--- src/rtl/if_id_stage_if.sv ---
// Purpose : bundles the fetch-stage hazard controls, instruction-memory data
//           and the IF/ID register outputs into one port.
// Latency : pure wiring, no state.
// Backpressure: none here; the Stall/Flush lines carry all hold requests.
// Ports   : master = hazard unit / memory side (drives controls + InstrIn),
//           slave  = the fetch stage (drives PC, IF/ID register and status).
interface if_id_stage_if;
  logic        Stall;
  logic        Flush;
  logic        FwdPc;
  logic [31:0] BranchTarget;
  logic [31:0] InstrIn;
  logic [31:0] PcOut;
  logic [31:0] IfIdInstr;
  logic [31:0] IfIdPcPlus4;
  logic        IfIdValid;
  logic [1:0]  State;
  logic [15:0] StallCnt;
  logic [15:0] FlushCnt;
  logic        StallErr;

  modport master (
    output Stall, Flush, FwdPc, BranchTarget, InstrIn,
    input  PcOut, IfIdInstr, IfIdPcPlus4, IfIdValid, State,
           StallCnt, FlushCnt, StallErr
  );

  modport slave (
    input  Stall, Flush, FwdPc, BranchTarget, InstrIn,
    output PcOut, IfIdInstr, IfIdPcPlus4, IfIdValid, State,
           StallCnt, FlushCnt, StallErr
  );
endinterface

--- src/rtl/if_id_stage.sv ---
// Purpose : instruction fetch PC register plus IF/ID pipeline register with
//           stall/flush handling, event counters and a stall watchdog.
// Latency : InstrIn sampled on an edge is visible on IfIdInstr right after it.
// Backpressure: Stall holds PC and IF/ID; Flush/FwdPc override Stall and
//           squash IF/ID to a bubble.
// Ports   : CLK, RST (sync, active-high) plain; everything else via bus
//           (slave modport): controls/InstrIn in, PC/IF-ID/status out.
module if_id_stage #(
  parameter logic [31:0] RESET_PC  = 32'h0000_0000,
  parameter logic [31:0] NOP_INSTR = 32'h0000_0000,
  parameter int          MAX_STALL = 4
) (
  input  logic          CLK,
  input  logic          RST,
  if_id_stage_if.slave  bus
);

  localparam int RUN_W = (MAX_STALL < 2) ? 1 : $clog2(MAX_STALL + 1);
  localparam logic [RUN_W-1:0] RUN_MAX = RUN_W'(MAX_STALL);

  typedef enum logic [1:0] {
    RUN   = 2'b00,
    STALL = 2'b01,
    FLUSH = 2'b10
  } action_t;

  action_t          stateQ, stateD;
  logic [31:0]      pcQ, pcD;
  logic [31:0]      instrQ, instrD;
  logic [31:0]      pcPlus4Q, pcPlus4D;
  logic             validQ, validD;
  logic [15:0]      stallCntQ, stallCntD;
  logic [15:0]      flushCntQ, flushCntD;
  logic [RUN_W-1:0] stallRunQ, stallRunD;
  logic             stallErrQ, stallErrD;

  logic        effFlush;
  logic [31:0] pcInc;

  // A PC redirect always discards the instruction fetched down the old path.
  assign effFlush = bus.Flush | bus.FwdPc;
  assign pcInc    = pcQ + 32'd4;

  // State register: records the action taken on the last edge.
  always_ff @(posedge CLK) begin
    if (RST) stateQ <= RUN;
    else     stateQ <= stateD;
  end

  // Next-state: flush beats stall beats run.
  always_comb begin
    stateD = RUN;
    if (effFlush)       stateD = FLUSH;
    else if (bus.Stall) stateD = STALL;
  end

  // Datapath next values for the chosen action.
  always_comb begin
    pcD       = pcQ;
    instrD    = instrQ;
    pcPlus4D  = pcPlus4Q;
    validD    = validQ;
    stallCntD = stallCntQ;
    flushCntD = flushCntQ;
    stallRunD = stallRunQ;
    stallErrD = stallErrQ;
    case (stateD)
      RUN: begin
        pcD       = pcInc;
        instrD    = bus.InstrIn;
        pcPlus4D  = pcInc;
        validD    = 1'b1;
        stallRunD = '0;
      end
      STALL: begin
        if (stallCntQ != 16'hFFFF) stallCntD = stallCntQ + 16'd1;
        if (stallRunQ != RUN_MAX)  stallRunD = stallRunQ + RUN_W'(1);
        if (stallRunD == RUN_MAX)  stallErrD = 1'b1;
      end
      FLUSH: begin
        // Masking keeps the redirect word aligned.
        pcD       = bus.FwdPc ? (bus.BranchTarget & ~32'd3) : pcInc;
        instrD    = NOP_INSTR;
        pcPlus4D  = 32'd0;
        validD    = 1'b0;
        stallRunD = '0;
        if (flushCntQ != 16'hFFFF) flushCntD = flushCntQ + 16'd1;
      end
      default: ;
    endcase
  end

  always_ff @(posedge CLK) begin
    if (RST) begin
      pcQ       <= RESET_PC;
      instrQ    <= NOP_INSTR;
      pcPlus4Q  <= 32'd0;
      validQ    <= 1'b0;
      stallCntQ <= 16'd0;
      flushCntQ <= 16'd0;
      stallRunQ <= '0;
      stallErrQ <= 1'b0;
    end else begin
      pcQ       <= pcD;
      instrQ    <= instrD;
      pcPlus4Q  <= pcPlus4D;
      validQ    <= validD;
      stallCntQ <= stallCntD;
      flushCntQ <= flushCntD;
      stallRunQ <= stallRunD;
      stallErrQ <= stallErrD;
    end
  end

  assign bus.PcOut       = pcQ;
  assign bus.IfIdInstr   = instrQ;
  assign bus.IfIdPcPlus4 = pcPlus4Q;
  assign bus.IfIdValid   = validQ;
  assign bus.State       = stateQ;
  assign bus.StallCnt    = stallCntQ;
  assign bus.FlushCnt    = flushCntQ;
  assign bus.StallErr    = stallErrQ;

endmodule

--- src/flat_wrapper.sv ---
// flat-port wrapper written by rule: the top's interface ports become plain ports
module if_id_stage_flat 
#(
  parameter logic [31:0] RESET_PC  = 32'h0000_0000,
  parameter logic [31:0] NOP_INSTR = 32'h0000_0000,
  parameter int          MAX_STALL = 4
)
  (CLK, RST, bus_Stall, bus_Flush, bus_FwdPc, bus_BranchTarget, bus_InstrIn, bus_PcOut, bus_IfIdInstr, bus_IfIdPcPlus4, bus_IfIdValid, bus_State, bus_StallCnt, bus_FlushCnt, bus_StallErr);
  if_id_stage_if bus_i ();
  input  logic CLK;
  input  logic RST;
  input wire logic [$bits(bus_i.Stall)-1:0] bus_Stall;
  input wire logic [$bits(bus_i.Flush)-1:0] bus_Flush;
  input wire logic [$bits(bus_i.FwdPc)-1:0] bus_FwdPc;
  input wire logic [$bits(bus_i.BranchTarget)-1:0] bus_BranchTarget;
  input wire logic [$bits(bus_i.InstrIn)-1:0] bus_InstrIn;
  output wire logic [$bits(bus_i.PcOut)-1:0] bus_PcOut;
  output wire logic [$bits(bus_i.IfIdInstr)-1:0] bus_IfIdInstr;
  output wire logic [$bits(bus_i.IfIdPcPlus4)-1:0] bus_IfIdPcPlus4;
  output wire logic [$bits(bus_i.IfIdValid)-1:0] bus_IfIdValid;
  output wire logic [$bits(bus_i.State)-1:0] bus_State;
  output wire logic [$bits(bus_i.StallCnt)-1:0] bus_StallCnt;
  output wire logic [$bits(bus_i.FlushCnt)-1:0] bus_FlushCnt;
  output wire logic [$bits(bus_i.StallErr)-1:0] bus_StallErr;
  assign bus_i.Stall = bus_Stall;
  assign bus_i.Flush = bus_Flush;
  assign bus_i.FwdPc = bus_FwdPc;
  assign bus_i.BranchTarget = bus_BranchTarget;
  assign bus_i.InstrIn = bus_InstrIn;
  assign bus_PcOut = bus_i.PcOut;
  assign bus_IfIdInstr = bus_i.IfIdInstr;
  assign bus_IfIdPcPlus4 = bus_i.IfIdPcPlus4;
  assign bus_IfIdValid = bus_i.IfIdValid;
  assign bus_State = bus_i.State;
  assign bus_StallCnt = bus_i.StallCnt;
  assign bus_FlushCnt = bus_i.FlushCnt;
  assign bus_StallErr = bus_i.StallErr;
  if_id_stage #(.RESET_PC(RESET_PC), .NOP_INSTR(NOP_INSTR), .MAX_STALL(MAX_STALL)) u_core (.CLK(CLK), .RST(RST), .bus(bus_i));
endmodule
--- config.mk ---
export PLATFORM = sky130hd
export DESIGN_NAME = if_id_stage_flat
export DESIGN_NICKNAME = d
export VERILOG_FILES = /design/src/rtl/if_id_stage_if.sv /design/src/rtl/if_id_stage.sv /design/src/flat_wrapper.sv
export SDC_FILE = /design/constraint.sdc
export NUM_CORES = 1
export LEC_CHECK = 0
export BUFFER_PORTS_ARGS = -buffer_cell sky130_fd_sc_hd__buf_2
export CAP_MARGIN = 20
export CORE_MARGIN = 2
export CORE_UTILIZATION = 35
export CTS_CLUSTER_SIZE = 20
export DETAILED_ROUTE_END_ITERATION = 8
export RECOVER_POWER = 50
export SLEW_MARGIN = 20
export SYNTH_ARGS = -nofsm -noshare
export SYNTH_HDL_FRONTEND = slang
export SYNTH_SLANG_ARGS = --single-unit
export TNS_END_PERCENT = 100
--- constraint.sdc ---
create_clock -name CLK -period 4.65 [get_ports CLK]
set_input_delay 0.2325 -clock CLK [delete_from_list [all_inputs] [get_ports CLK]]
set_output_delay 0.2325 -clock CLK [all_outputs]
set_load 0.03 [all_outputs]
==> out/qor.csv <==
stage;metric;value;unit
floorplan;die_h;137;µm
sta;hold_violations;0;
yosys;avgSynthCellArea;8.68;µm²
detailed_routing;vias;5591;
sta;finalCriticalPeriod;2740;ps
clock_network;clock_latency;410;ps
sta;max-slew-margin-rel;-0.579;%
clock_network;postCtsResizedCells;0;
floorplan;die_x;137;µm
yosys;ys_ff_latch;132;
setup_path;cp-start-kind;input pin;
placed_design;place_area;7270;µm²
detailed_routing;drc;0;
clock_network;cts_root_buffer;clkbuf_16;
clock_network;h-tree-depth;4;
clock_network;cts.clk_slew.worst_paths;60;ps
floorplan;start_util;35.8;%
setup_path;worstPathCellList;clkbuf_1 > clkinv_1 > buf_4 > o221a_2 > o311a_1;
layout;mostFrequentLayoutCells;clkbuf_1 (133), dfxtp_1 (132), nor2_1 (117), buf_2 (66), mux2i_1 (45);
yosys;synthDistinctLibCells;61;
yosys;netlist_instances;710;
global_route;grt-ovfl-total;0;
yosys;ys_top_cells_by_area;dfxtp_1 (43%), mux2i_1 (7.3%), nor2_1 (7.1%);
flow_run;maxCapViolations;1;
status;status;finished, violations left;
setup_path;arrival;3040;ps
detailed_routing;vias_per_cell;4.98;
layout;fin_area;7720;µm²
floorplan;rows;48;
setup_path;worstSetupPathType;in2reg;
layout;layout.nets;956;
clock_network;numCtsBuffers;17;
detailed_routing;drt_iter0_drc;297;
clock_network;ctsHoldBuffers;0;
layout;layout_commonest_cell;clkbuf_1;
yosys;synth_edf_count;0;
detailed_routing;wl_per_cell;15.3;µm
global_route;grt_pass1_wl;27.0;mm
detailed_routing;firstDrtPassIters;4;
setup_path;crit_family;buffers and inverters;
sta;fmax;365;MHz
yosys;synthesis.area;6160;µm²
floorplan;core;17200;µm²
layout;post-route-util;44.8;%
pwr;p_per_area;371;nW/µm²
pwr;power.internal;2.14;mW
yosys;ys.flop_type;dfxtp_1;
sta;tightest_slew;1510;ps
sta;finalCritPeriodShare;58.9;%
global_route;grt_use_total;18.5;%
placed_design;dp_hpwl;11.8;mm
pwr;p_comb_share;9.7;%
detailed_routing;drt-total-wl;17.1;mm
clock_network;clock_sinks;132;
clock_network;cts_tree;yes;
placed_design;place_congestion;0.782;
detailed_routing;ant_nets;0;
sta;rsz0062_at_grt;false;
sta;slew_violations;33;
clock_network;cts_max_path_buffers;2;
pwr;switchingPower;723;µW
setup_path;max_stage_delay;1070;ps
yosys;synthArstFlopShare;0;%
setup_path;critical-path-slowest-cell;clkbuf_1;
setup_path;crit_required;4950;ps
sta;clock_skew;7.22;ps
setup_path;path_buf_inv;3;
global_route;grt_antenna_before_repair;1;
sta;setup_tns;0;ps
sta;setup_violations;0;
placed_design;io_buffers;196;
status;violations;capacitance limit, slew limit;
yosys;yosysTopAreaCellShare;42.9;%
pwr;vdd.ir_drop.worst;0.258;mV
floorplan;die-area;18700;µm²
yosys;synth_top_cell_by_area;dfxtp_1;
layout;drive_gt1_share;13.2;%
layout;area_growth;25.2;%
setup_path;path_max_fanout;32;
pwr;clkPwrFrac;48.0;%
pwr;leakagePower;2.92;nW
yosys;yosysSeqAreaShare;42.9;%
floorplan;io_pins;201;
pwr;switching_share;25.2;%
pwr;p_seq_share;42.3;%
global_route;grt_pass1_vias;5155;
setup_path;endpoint_kind;flip-flop;
clock_network;postCtsSetupRepairBufs;0;
global_route;grt_max_degree;65;
yosys;yosysWarnings;0;
worst_hold_path;hold_path_class;in2reg;
-- cell families after synthesis --
logic type      Yosys count  synth area share (%)
mux                      45                  7.31
other cells               1                0.0608
buf+inv                  61                  4.24
compound gates          114                  11.5
fa+ha+maj                 5                  1.01
simple gates            283                  23.2
xor+xnor                 69                  9.80
flops                   132                  42.9
-- power by group through the flow --
stage / clock network, mW / registers [mW] / logic [mW]
after floorplan: 0 / 1.28 / 0.139
after global placement: 0 / 1.23 / 0.287
after detailed placement: 0 / 1.23 / 0.289
after CTS: 1.41 / 1.21 / 0.290
after global routing: 1.46 / 1.22 / 0.305
final: 1.38 / 1.21 / 0.278
-- Yosys cell counts (3+ instances only) --
cell type,n
a22oi_1,3
o211ai_1,5
ha_1,5
clkbuf_1,36
buf_1,4
nor3b_1,3
nand2b_1,4
a31oi_1,7
xor2_1,38
nand4_1,18
nand2_1,41
nor3_1,21
and3_1,9
nor4_1,7
dfxtp_1,132
nor2_1,117
a211oi_1,16
inv_1,9
buf_2,3
buf_4,5
or3_1,5
mux2i_1,45
o21ai_0,25
nand3_1,28
xnor2_1,31
and4_1,8
a21oi_1,38
-- sequential cells by signal, summed over array words and instances, names as in the netlist --
name and flops:
u_core.bus.State 2, u_core.bus.PcOut 30, u_core.bus.FlushCnt 16, u_core.bus.IfIdInstr 32
u_core.stallRunQ 3, u_core.bus.IfIdValid 1, u_core.bus.IfIdPcPlus4 31, u_core.bus.StallCnt 16
u_core.bus.StallErr 1
-- final timing paths --
kind | start | endpoint | slack, ps | cells after the start
setup reg to reg | u_core.bus.PcOut[2]$_SDFFE_PP0N_ | u_core.bus.PcOut[26]$_SDFFE_PP0N_ | 2170 | 6
hold / removal | bus_InstrIn[27] | u_core.bus.IfIdInstr[27]$_SDFFE_PP0N_ | 50 | 3
hold reg to reg | u_core.bus.IfIdValid$_SDFFE_PP0N_ | u_core.bus.IfIdValid$_SDFFE_PP0N_ | 440 | 2
setup / recovery | bus_FwdPc | u_core.bus.PcOut[13]$_SDFFE_PP0N_ | 1910 | 5
-- worst reg2reg max path, delay by kind of cell (launching register included) --
family / cells / cell delay [ps]
adder cells (fa/ha/maj): 1 / 320
AO/OA/AOI/OAI: 1 / 240
flip-flops: 1 / 430
AND/OR/NAND/NOR: 4 / 1410
-- through the flow --
| step | setup slack, ps | hold slack [ps] | total power, mW | cells |
|---|---|---|---|---|
| floorplan | 2410 | 376 | 1.42 | 711 |
| global placement | 2140 | 432 | 1.52 | 1088 |
| detailed placement | 2130 | 433 | 1.52 | 1088 |
| CTS | 2190 | 27.7 | 2.91 | 1120 |
| global route | 1700 | 38.1 | 2.98 | 1120 |
| finish | 1910 | 46.8 | 2.86 | 1122 |
-- routing by layer --
layer | share of wire, % | vias up | global-route usage, % | routed length, µm
met3 | 7.0 | 13 | 5.89 | 1190
li1 | - | 2837 | - | -
met1 | 46 | 2603 | 23.8 | 7850
met5 | 0 | - | 0 | 0
met2 | 46 | 138 | 29.9 | 7910
met4 | 1.0 | 0 | 5.21 | 173
-- cell type report --
| class | instances | area, µm² |
|---|---|---|
| antenna | 2 | 5.00 |
| tap | 225 | 282 |
| clock buffer | 23 | 478 |
| sequential | 132 | 2640 |
| clock inverter | 9 | 126 |
| timing repair buffer | 203 | 871 |
| multi-input combinational | 518 | 3280 |
| inverter | 10 | 37.5 |
| fill | 1819 | 9520 |
(Power assumes the default switching activity.)
